==> config.mk <==
export PLATFORM = sky130hd
export DESIGN_NAME = ctrl_decode_fsm
export DESIGN_NICKNAME = d
export VERILOG_FILES = /design/src/rtl/ctrl_decode_fsm.sv
export SDC_FILE = /design/constraint.sdc
export NUM_CORES = 1
export LEC_CHECK = 0
export BUFFER_PORTS_ARGS = -buffer_cell sky130_fd_sc_hd__buf_2
export CAP_MARGIN = 20
export CORE_ASPECT_RATIO = 0.9
export CORE_UTILIZATION = 35
export CTS_CLUSTER_DIAMETER = 100
export CTS_CLUSTER_SIZE = 14
export DETAILED_ROUTE_END_ITERATION = 6
export GPL_ROUTABILITY_DRIVEN = 0
export PLACE_DENSITY = 0.62
export SETUP_SLACK_MARGIN = 0.2
export SYNTH_ARGS = -nofsm -noshare
export SYNTH_HDL_FRONTEND = slang
export SYNTH_SLANG_ARGS = --single-unit
==> constraint.sdc <==
create_clock -name clk -period 3.26 [get_ports clk]
set_input_delay 0.489 -clock clk [delete_from_list [all_inputs] [get_ports clk]]
set_output_delay 0.489 -clock clk [all_outputs]
set_load 0.01 [all_outputs]
==> src/rtl/ctrl_decode_fsm.sv <==
// MyRISC instruction decoder: valid/ready word intake, escape+immediate pairing,
// registered decoded record with control strobes, STOP/resume halt and retire counter.
//
// state    | meaning
// ---------+---------------------------------------------------------
// ST_RUN   | decode single words; escape words arm an immediate fetch
// ST_IMM   | escape seen, next accepted word is the immediate
// ST_HALT  | STOP decoded, intake stalled until resume pulse
module ctrl_decode_fsm #(
    parameter int IW   = 9,
    parameter int OPW  = 4,
    parameter int FW   = IW - OPW,
    parameter int SUBW = 4,
    parameter int NSUB = 7,
    parameter int CW   = 16
) (
    input  logic            clk,
    input  logic            reset_n,
    input  logic            in_valid,
    output logic            in_ready,
    input  logic [IW-1:0]   instr,
    input  logic            resume,
    output logic            out_valid,
    input  logic            out_ready,
    output logic [OPW-1:0]  out_op,
    output logic [SUBW-1:0] out_sub,
    output logic            out_is_imm,
    output logic [FW-1:0]   out_field,
    output logic [IW-1:0]   out_imm,
    output logic            ctl_reg_we,
    output logic            ctl_mem_re,
    output logic            ctl_mem_we,
    output logic            ctl_branch,
    output logic            out_illegal,
    output logic            halted,
    output logic [CW-1:0]   retired
);

    localparam logic [1:0] ST_RUN  = 2'd0;
    localparam logic [1:0] ST_IMM  = 2'd1;
    localparam logic [1:0] ST_HALT = 2'd2;

    localparam logic [OPW-1:0] OP_ESC  = OPW'(14);
    localparam logic [OPW-1:0] OP_STOP = OPW'(15);
    localparam logic [SUBW:0]  NSUB_W  = (SUBW + 1)'(NSUB);

    typedef struct packed {
        logic [OPW-1:0]  op;
        logic [SUBW-1:0] sub;
        logic            is_imm;
        logic [FW-1:0]   field;
        logic [IW-1:0]   imm;
        logic            reg_we;
        logic            mem_re;
        logic            mem_we;
        logic            branch;
        logic            illegal;
    } rec_t;

    logic [1:0]      state_q, state_d;
    logic [SUBW-1:0] pend_sub_q, pend_sub_d;
    logic            out_valid_q, out_valid_d;
    rec_t            rec_q, rec_d;
    logic [CW-1:0]   retired_q, retired_d;

    logic            accept;
    logic            handoff;
    logic [OPW-1:0]  opcode;
    logic [SUBW-1:0] esc_sub;
    logic            sub_ok;
    logic            dec_reg_we, dec_mem_re, dec_mem_we, dec_branch;

    assign opcode   = instr[IW-1:IW-OPW];
    assign esc_sub  = instr[SUBW-1:0];
    assign sub_ok   = ({1'b0, esc_sub} < NSUB_W);
    assign in_ready = (state_q != ST_HALT) && (!out_valid_q || out_ready);
    assign accept   = in_valid && in_ready;
    assign handoff  = out_valid_q && out_ready;

    always_comb begin
        dec_reg_we = 1'b0;
        dec_mem_re = 1'b0;
        dec_mem_we = 1'b0;
        dec_branch = 1'b0;
        case (opcode)
            OPW'(0), OPW'(1), OPW'(2), OPW'(3),
            OPW'(9), OPW'(10), OPW'(11), OPW'(12), OPW'(13): dec_reg_we = 1'b1;
            OPW'(7): begin
                dec_reg_we = 1'b1;
                dec_mem_re = 1'b1;
            end
            OPW'(8): dec_mem_we = 1'b1;
            OPW'(4), OPW'(5), OPW'(6): dec_branch = 1'b1;
            default: ;
        endcase
    end

    // A handoff empties the output register; an accept in the same cycle refills it.
    always_comb begin
        state_d     = state_q;
        pend_sub_d  = pend_sub_q;
        out_valid_d = out_valid_q && !out_ready;
        rec_d       = rec_q;
        retired_d   = retired_q + CW'(handoff);

        case (state_q)
            ST_RUN: begin
                if (accept) begin
                    if (opcode == OP_ESC) begin
                        if (sub_ok) begin
                            pend_sub_d = esc_sub;
                            state_d    = ST_IMM;
                        end else begin
                            out_valid_d   = 1'b1;
                            rec_d         = '0;
                            rec_d.op      = OP_ESC;
                            rec_d.sub     = esc_sub;
                            rec_d.is_imm  = 1'b1;
                            rec_d.illegal = 1'b1;
                        end
                    end else if (opcode == OP_STOP) begin
                        out_valid_d = 1'b1;
                        rec_d       = '0;
                        rec_d.op    = OP_STOP;
                        rec_d.field = instr[FW-1:0];
                        state_d     = ST_HALT;
                    end else begin
                        out_valid_d  = 1'b1;
                        rec_d        = '0;
                        rec_d.op     = opcode;
                        rec_d.field  = instr[FW-1:0];
                        rec_d.reg_we = dec_reg_we;
                        rec_d.mem_re = dec_mem_re;
                        rec_d.mem_we = dec_mem_we;
                        rec_d.branch = dec_branch;
                    end
                end
            end
            ST_IMM: begin
                if (accept) begin
                    out_valid_d  = 1'b1;
                    rec_d        = '0;
                    rec_d.op     = OP_ESC;
                    rec_d.sub    = pend_sub_q;
                    rec_d.is_imm = 1'b1;
                    rec_d.imm    = instr;
                    rec_d.reg_we = 1'b1;
                    state_d      = ST_RUN;
                end
            end
            ST_HALT: begin
                if (resume) state_d = ST_RUN;
            end
            default: state_d = ST_RUN;
        endcase
    end

    always_ff @(posedge clk or negedge reset_n) begin
        if (!reset_n) begin
            state_q     <= ST_RUN;
            pend_sub_q  <= '0;
            out_valid_q <= 1'b0;
            rec_q       <= '0;
            retired_q   <= '0;
        end else begin
            state_q     <= state_d;
            pend_sub_q  <= pend_sub_d;
            out_valid_q <= out_valid_d;
            rec_q       <= rec_d;
            retired_q   <= retired_d;
        end
    end

    assign out_valid   = out_valid_q;
    assign out_op      = rec_q.op;
    assign out_sub     = rec_q.sub;
    assign out_is_imm  = rec_q.is_imm;
    assign out_field   = rec_q.field;
    assign out_imm     = rec_q.imm;
    assign ctl_reg_we  = rec_q.reg_we && out_valid_q;
    assign ctl_mem_re  = rec_q.mem_re && out_valid_q;
    assign ctl_mem_we  = rec_q.mem_we && out_valid_q;
    assign ctl_branch  = rec_q.branch && out_valid_q;
    assign out_illegal = rec_q.illegal && out_valid_q;
    assign halted      = (state_q == ST_HALT);
    assign retired     = retired_q;

endmodule

Word level (Yosys, flattened, before mapping)
Cells that the tools add are included.
Operators by class
  $lt $le $gt $ge: 1
  equality and inequality tests: 24
  muxes and demuxes: 22
  reductions and logical operators: 20
  add/sub/neg operators: 1
Operator list (number)
  $mux W28: 5
  $pmux W28 S2: 1
  $eq A4 B4 Y1 const B: 8
  $add A16 B1 Y16: 1
  $eq A4 B3 Y1 const B: 4
  $mux W2: 6
  $reduce_or A10 Y1: 1
  $logic_and A1 B1 Y1: 9
  $ne A3 B3 Y1 const B: 3
  $eq A4 B2 Y1 const B: 2
  $mux W1: 8
  $ne A2 B2 Y1 const B: 4
  $reduce_and A4 Y1: 2
  $pmux W2 S3: 1
  $reduce_and A5 Y1: 1
  $eq A4 B1 Y1 const B: 1
  $logic_not A4 Y1: 1
  $lt A4 B3 Y1 const B: 1
  $reduce_or A3 Y1: 1
  $eq A2 B1 Y1 const B: 1
  $eq A2 B2 Y1 const B: 1
  $logic_not A1 Y1: 2
  $logic_not A2 Y1: 1
  $pmux W1 S2: 1
  other kinds (2): 2
Storage, ports and cells
  logic and storage cells: 82
  register bits: 51

Logic depth before layout (Yosys ltp)
  word-level depth: 7
  mapped depth: 7
  depth with buffers taken out: 7

Worst setup path before layout
No wires, ideal clock.
  path kind: input -> register
  start point: input port instr[7]
  end point: register pend_sub_q[0]
  stages: 5
  path slack: 1402 ps
  setup time: 125 ps
  arrival: 1733 ps
  buffers on the path: 1
  path through: buf_4 nand4b_1 or3_4 nor2_4 mux2_2
On the way
  word-level cells in the longest chain between the ends: 2
Ends and longest elaborated chain
  from (decl): line 21  | input logic [IW-1:0] instr,
  $eq A4 B4 Y1: line 109  | if (opcode == OP_ESC) begin
  $reduce_and A4 Y1 (no line)
  to (signal assigned): line 167  | pend_sub_q <= pend_sub_d;
  to (decl): line 61  | logic [SUBW-1:0] pend_sub_q, pend_sub_d;
No other way between the ends.
A chain may end at the register's enable or synchronous reset.

Worst setup path in the final report
  start point: register out_valid_q (netlist: out_valid)
  end point: register retired_q[15] (netlist: retired[15])
On the way
  word-level cells in the longest chain between the ends: 2
Ends and longest elaborated chain
  from (decl): line 62  | logic out_valid_q, out_valid_d;
  from (signal assigned): line 168  | out_valid_q <= out_valid_d;
  $logic_and A1 B1 Y1: line 78  | assign handoff = out_valid_q && out_ready;
  $add A16 B1 Y16: line 104  | retired_d = retired_q + CW'(handoff);
  named net retired_d[15]: line 64  | logic [CW-1:0] retired_q, retired_d;
  to (signal assigned): line 170  | retired_q <= retired_d;
  to (decl): line 64
The timed path passes the listed nets, and every way through them passes these cells.

==> flow_summary_export.csv <==
group,metric,value,unit
global_routing,grt_pass1_wl,7541,um
global_routing,grt_max_degree,40,
synth,synth_area,2395,um2
route,ant_nets,0,
cts,post-cts-setup-buffers,0,
placement,place_hpwl,3515,um
power_and_ir_drop,leakage,1.349,nW
cts,cts_num_sinks,51,
worst_setup_path,worstSetupEndpointType,"register",
cts,cts_tree,"done",
placement,port-buffer-count,60,
power_and_ir_drop,clkPwrFrac,24.6,%
synth,synth_edf_count,0,
sta,layout_setup_ws,1226,ps
power_and_ir_drop,peakVddDrop,0.2172,mV
cts,insertion_delay,300,ps
route,vias_per_cell,4.552,
sta,fin_crit_sh,62.40,%
cells_and_area,final_area,2690,um2
synth,synth_top_area_share,53.29,%
worst_setup_path,crit_start,"out_valid",
worst_hold_path,hold_class,"in2async",
sta,max_freq,491.6,MHz
route,first_pass_iters,4,
power_and_ir_drop,swShare,29.43,%
synth,ys_warn_count,0,
die,core_area,6586,um2
cts,ctsHoldBuffers,0,
die,die-area,7178,um2
power_and_ir_drop,p_switching,0.3974,mW
die,dieHeight,80.48,um
synth,synth_cells,238,
die,start_util,36.36,%
worst_setup_path,crit_type,"reg2reg",
sta,rsz0062_at_grt,"no",
sta,fin_setup_tns,0,ps
global_routing,track_usage,13.99,%
synth,synth_seq_cells,51,
worst_setup_path,reg2reg_depth,6,
power_and_ir_drop,power_density,502.0,nW/um2
synth,synth_area_leader_cell,"dfrtp_1",
route,vias,1675,
die,io_pins,61,
run_status,outcome,"completed",
cts,cts-htree-levels,2,
synth,synth_nets,254,
power_and_ir_drop,totalPowerFinal,1.350,mW
cells_and_area,final_core_util,40.84,%
sta,finalClockSkew,4.795,ps
worst_setup_path,path_max_fanout,8,
sta,layout_min_cycle_time,2034,ps
sta,relSlewSlack,40.63,%
synth,avgSynthCellArea,10.06,um2
die,die_w,89.19,um
synth,yosys-top-cells-count,"dfrtp_1, nand2_1, buf_4",
sta,slew_violations,0,
sta,hold_ws,297.0,ps
cts,numCtsBuffers,5,
route,drt_iter0_markers,67,
worst_setup_path,required,3450,ps
global_routing,antenna_found_initial,0,
sta,tightest_slew,882.6,ps
power_and_ir_drop,p_comb_share,18.6,%
placement,dp_slack,1062,ps
global_routing,grt_pass1_vias,1567,
route,drc,0,
cts,cts_buffer_depth,2,
route,wl,4767,um
worst_setup_path,regToRegStartpoint,"out_valid",
die,rows,28,
placement,place_area,2618,um2
synth,synth_area_leaders,"dfrtp_1, nand2_1, buf_4",
cells_and_area,final_cells,368,
cells_and_area,nets,295,
cells_and_area,area_growth,12.33,%
synth,synthDistinctLibCells,35,
synth,async_flop_share,100.0,%
run,cap_violations,0,
cts,cts_resized,0,
global_routing,overflow,0,
worst_setup_path,critPathLaunchType,"register",
power_and_ir_drop,power_frac_seq,56.7,%
power_and_ir_drop,p_int,0.9530,mW
cts,clock-root-buffer,"clkbuf_8",
cells_and_area,diodes,0,
synth,synth-seq-area-share,53.29,%
synth,synth_flop_cell,"dfrtp_1",
cts,clkSlewWorstSetupHoldPaths,80,ps
placement,dp.cells,362,
worst_setup_path,cp_data_arrival_time,2220,ps
route,post_drt_wl_per_cell,12.95,um
sta,setup_viol,0,
cells_and_area,drive_gt1_share,28.42,%
sta,finalHoldViolCount,0,
layer usage:
layer | share of wire, % | vias to the layer above | GRT usage, %
li1 | - | 848 | -
met4 | 1.7 | 0 | 5.714
met2 | 44 | 39 | 21.53
met1 | 50 | 782 | 18.57
met5 | 0 | - | 0
met3 | 4.4 | 6 | 3.700
kinds of logic after synthesis:
logic type,after synthesis,synth area share [%]
XOR/XNOR,14,5.120
AND/OR/NAND/NOR,96,19.33
adder cells (fa/ha/maj),2,1.045
buffers and inverters,34,9.822
flip-flops,51,53.29
AO/OA/AOI/OAI,37,9.509
multiplexers,4,1.881
sequential cells by signal (all words and copies together), names as in the netlist:
name	flops
out_sub	4
out_field	5
state_q	2
out_is_imm	1
out_imm	9
pend_sub_q	4
out_valid	1
rec_q	5
retired	16
out_op	4
worst max-delay path, stage by stage (launching register included):
cell and delay, ps:
dfrtp_1 490, and2_1 170, ha_1 180, nand2_1 130, nor4_1 600, nand3_1 200, xnor2_1 160
power groups by stage:
stage	combinational [mW]	clock, mW	sequential [mW]
final	0.252	0.333	0.766
after global routing	0.285	0.373	0.779
after CTS	0.258	0.347	0.767
after detailed placement	0.257	0	0.780
after global placement	0.251	0	0.777
after floorplan	0.159	0	0.784
final cells by class:
| cell class | count | area (um2) |
|---|---|---|
| fillers | 686 | 3896 |
| multi-input cells | 153 | 883.3 |
| clock buffers | 6 | 72.57 |
| well taps | 90 | 112.6 |
| repair buffers | 64 | 330.3 |
| flip-flops and latches | 51 | 1276 |
| inverters | 4 | 15.01 |
layout by cell type, fill, tap and decap left out, types with 2 or more instances in the layout:
cell      netlist  layout
nor2b_1         4       4
or3_4           2       2
nor2_1          7       7
mux2_2          4       4
buf_4          24       4
xor2_1          6       6
nand4_1         2       2
nand2b_1        4       4
nor3_1          3       3
o21ai_1         5       5
nand3_1         8       8
nor4_1          2       2
clkbuf_8        0       5
o21ai_0        21      21
ha_1            2       2
a21oi_1         2       2
nand2_1        51      51
and3_1          2       2
dfrtp_1        51      51
and2_1          6       6
a22oi_1         4       4
inv_1           4       4
buf_2           0      60
xnor2_1         8       8
final timing paths:
path                                end  slack (ps)
hold / removal               state_q[1]         300
hold reg to reg             retired[15]         470
min in group clk           out_field[4]         440
setup reg to reg            retired[15]        1230
max in group asynchronous    retired[8]        2260
setup / recovery            retired[15]        1230
(Power assumes the default switching activity.)
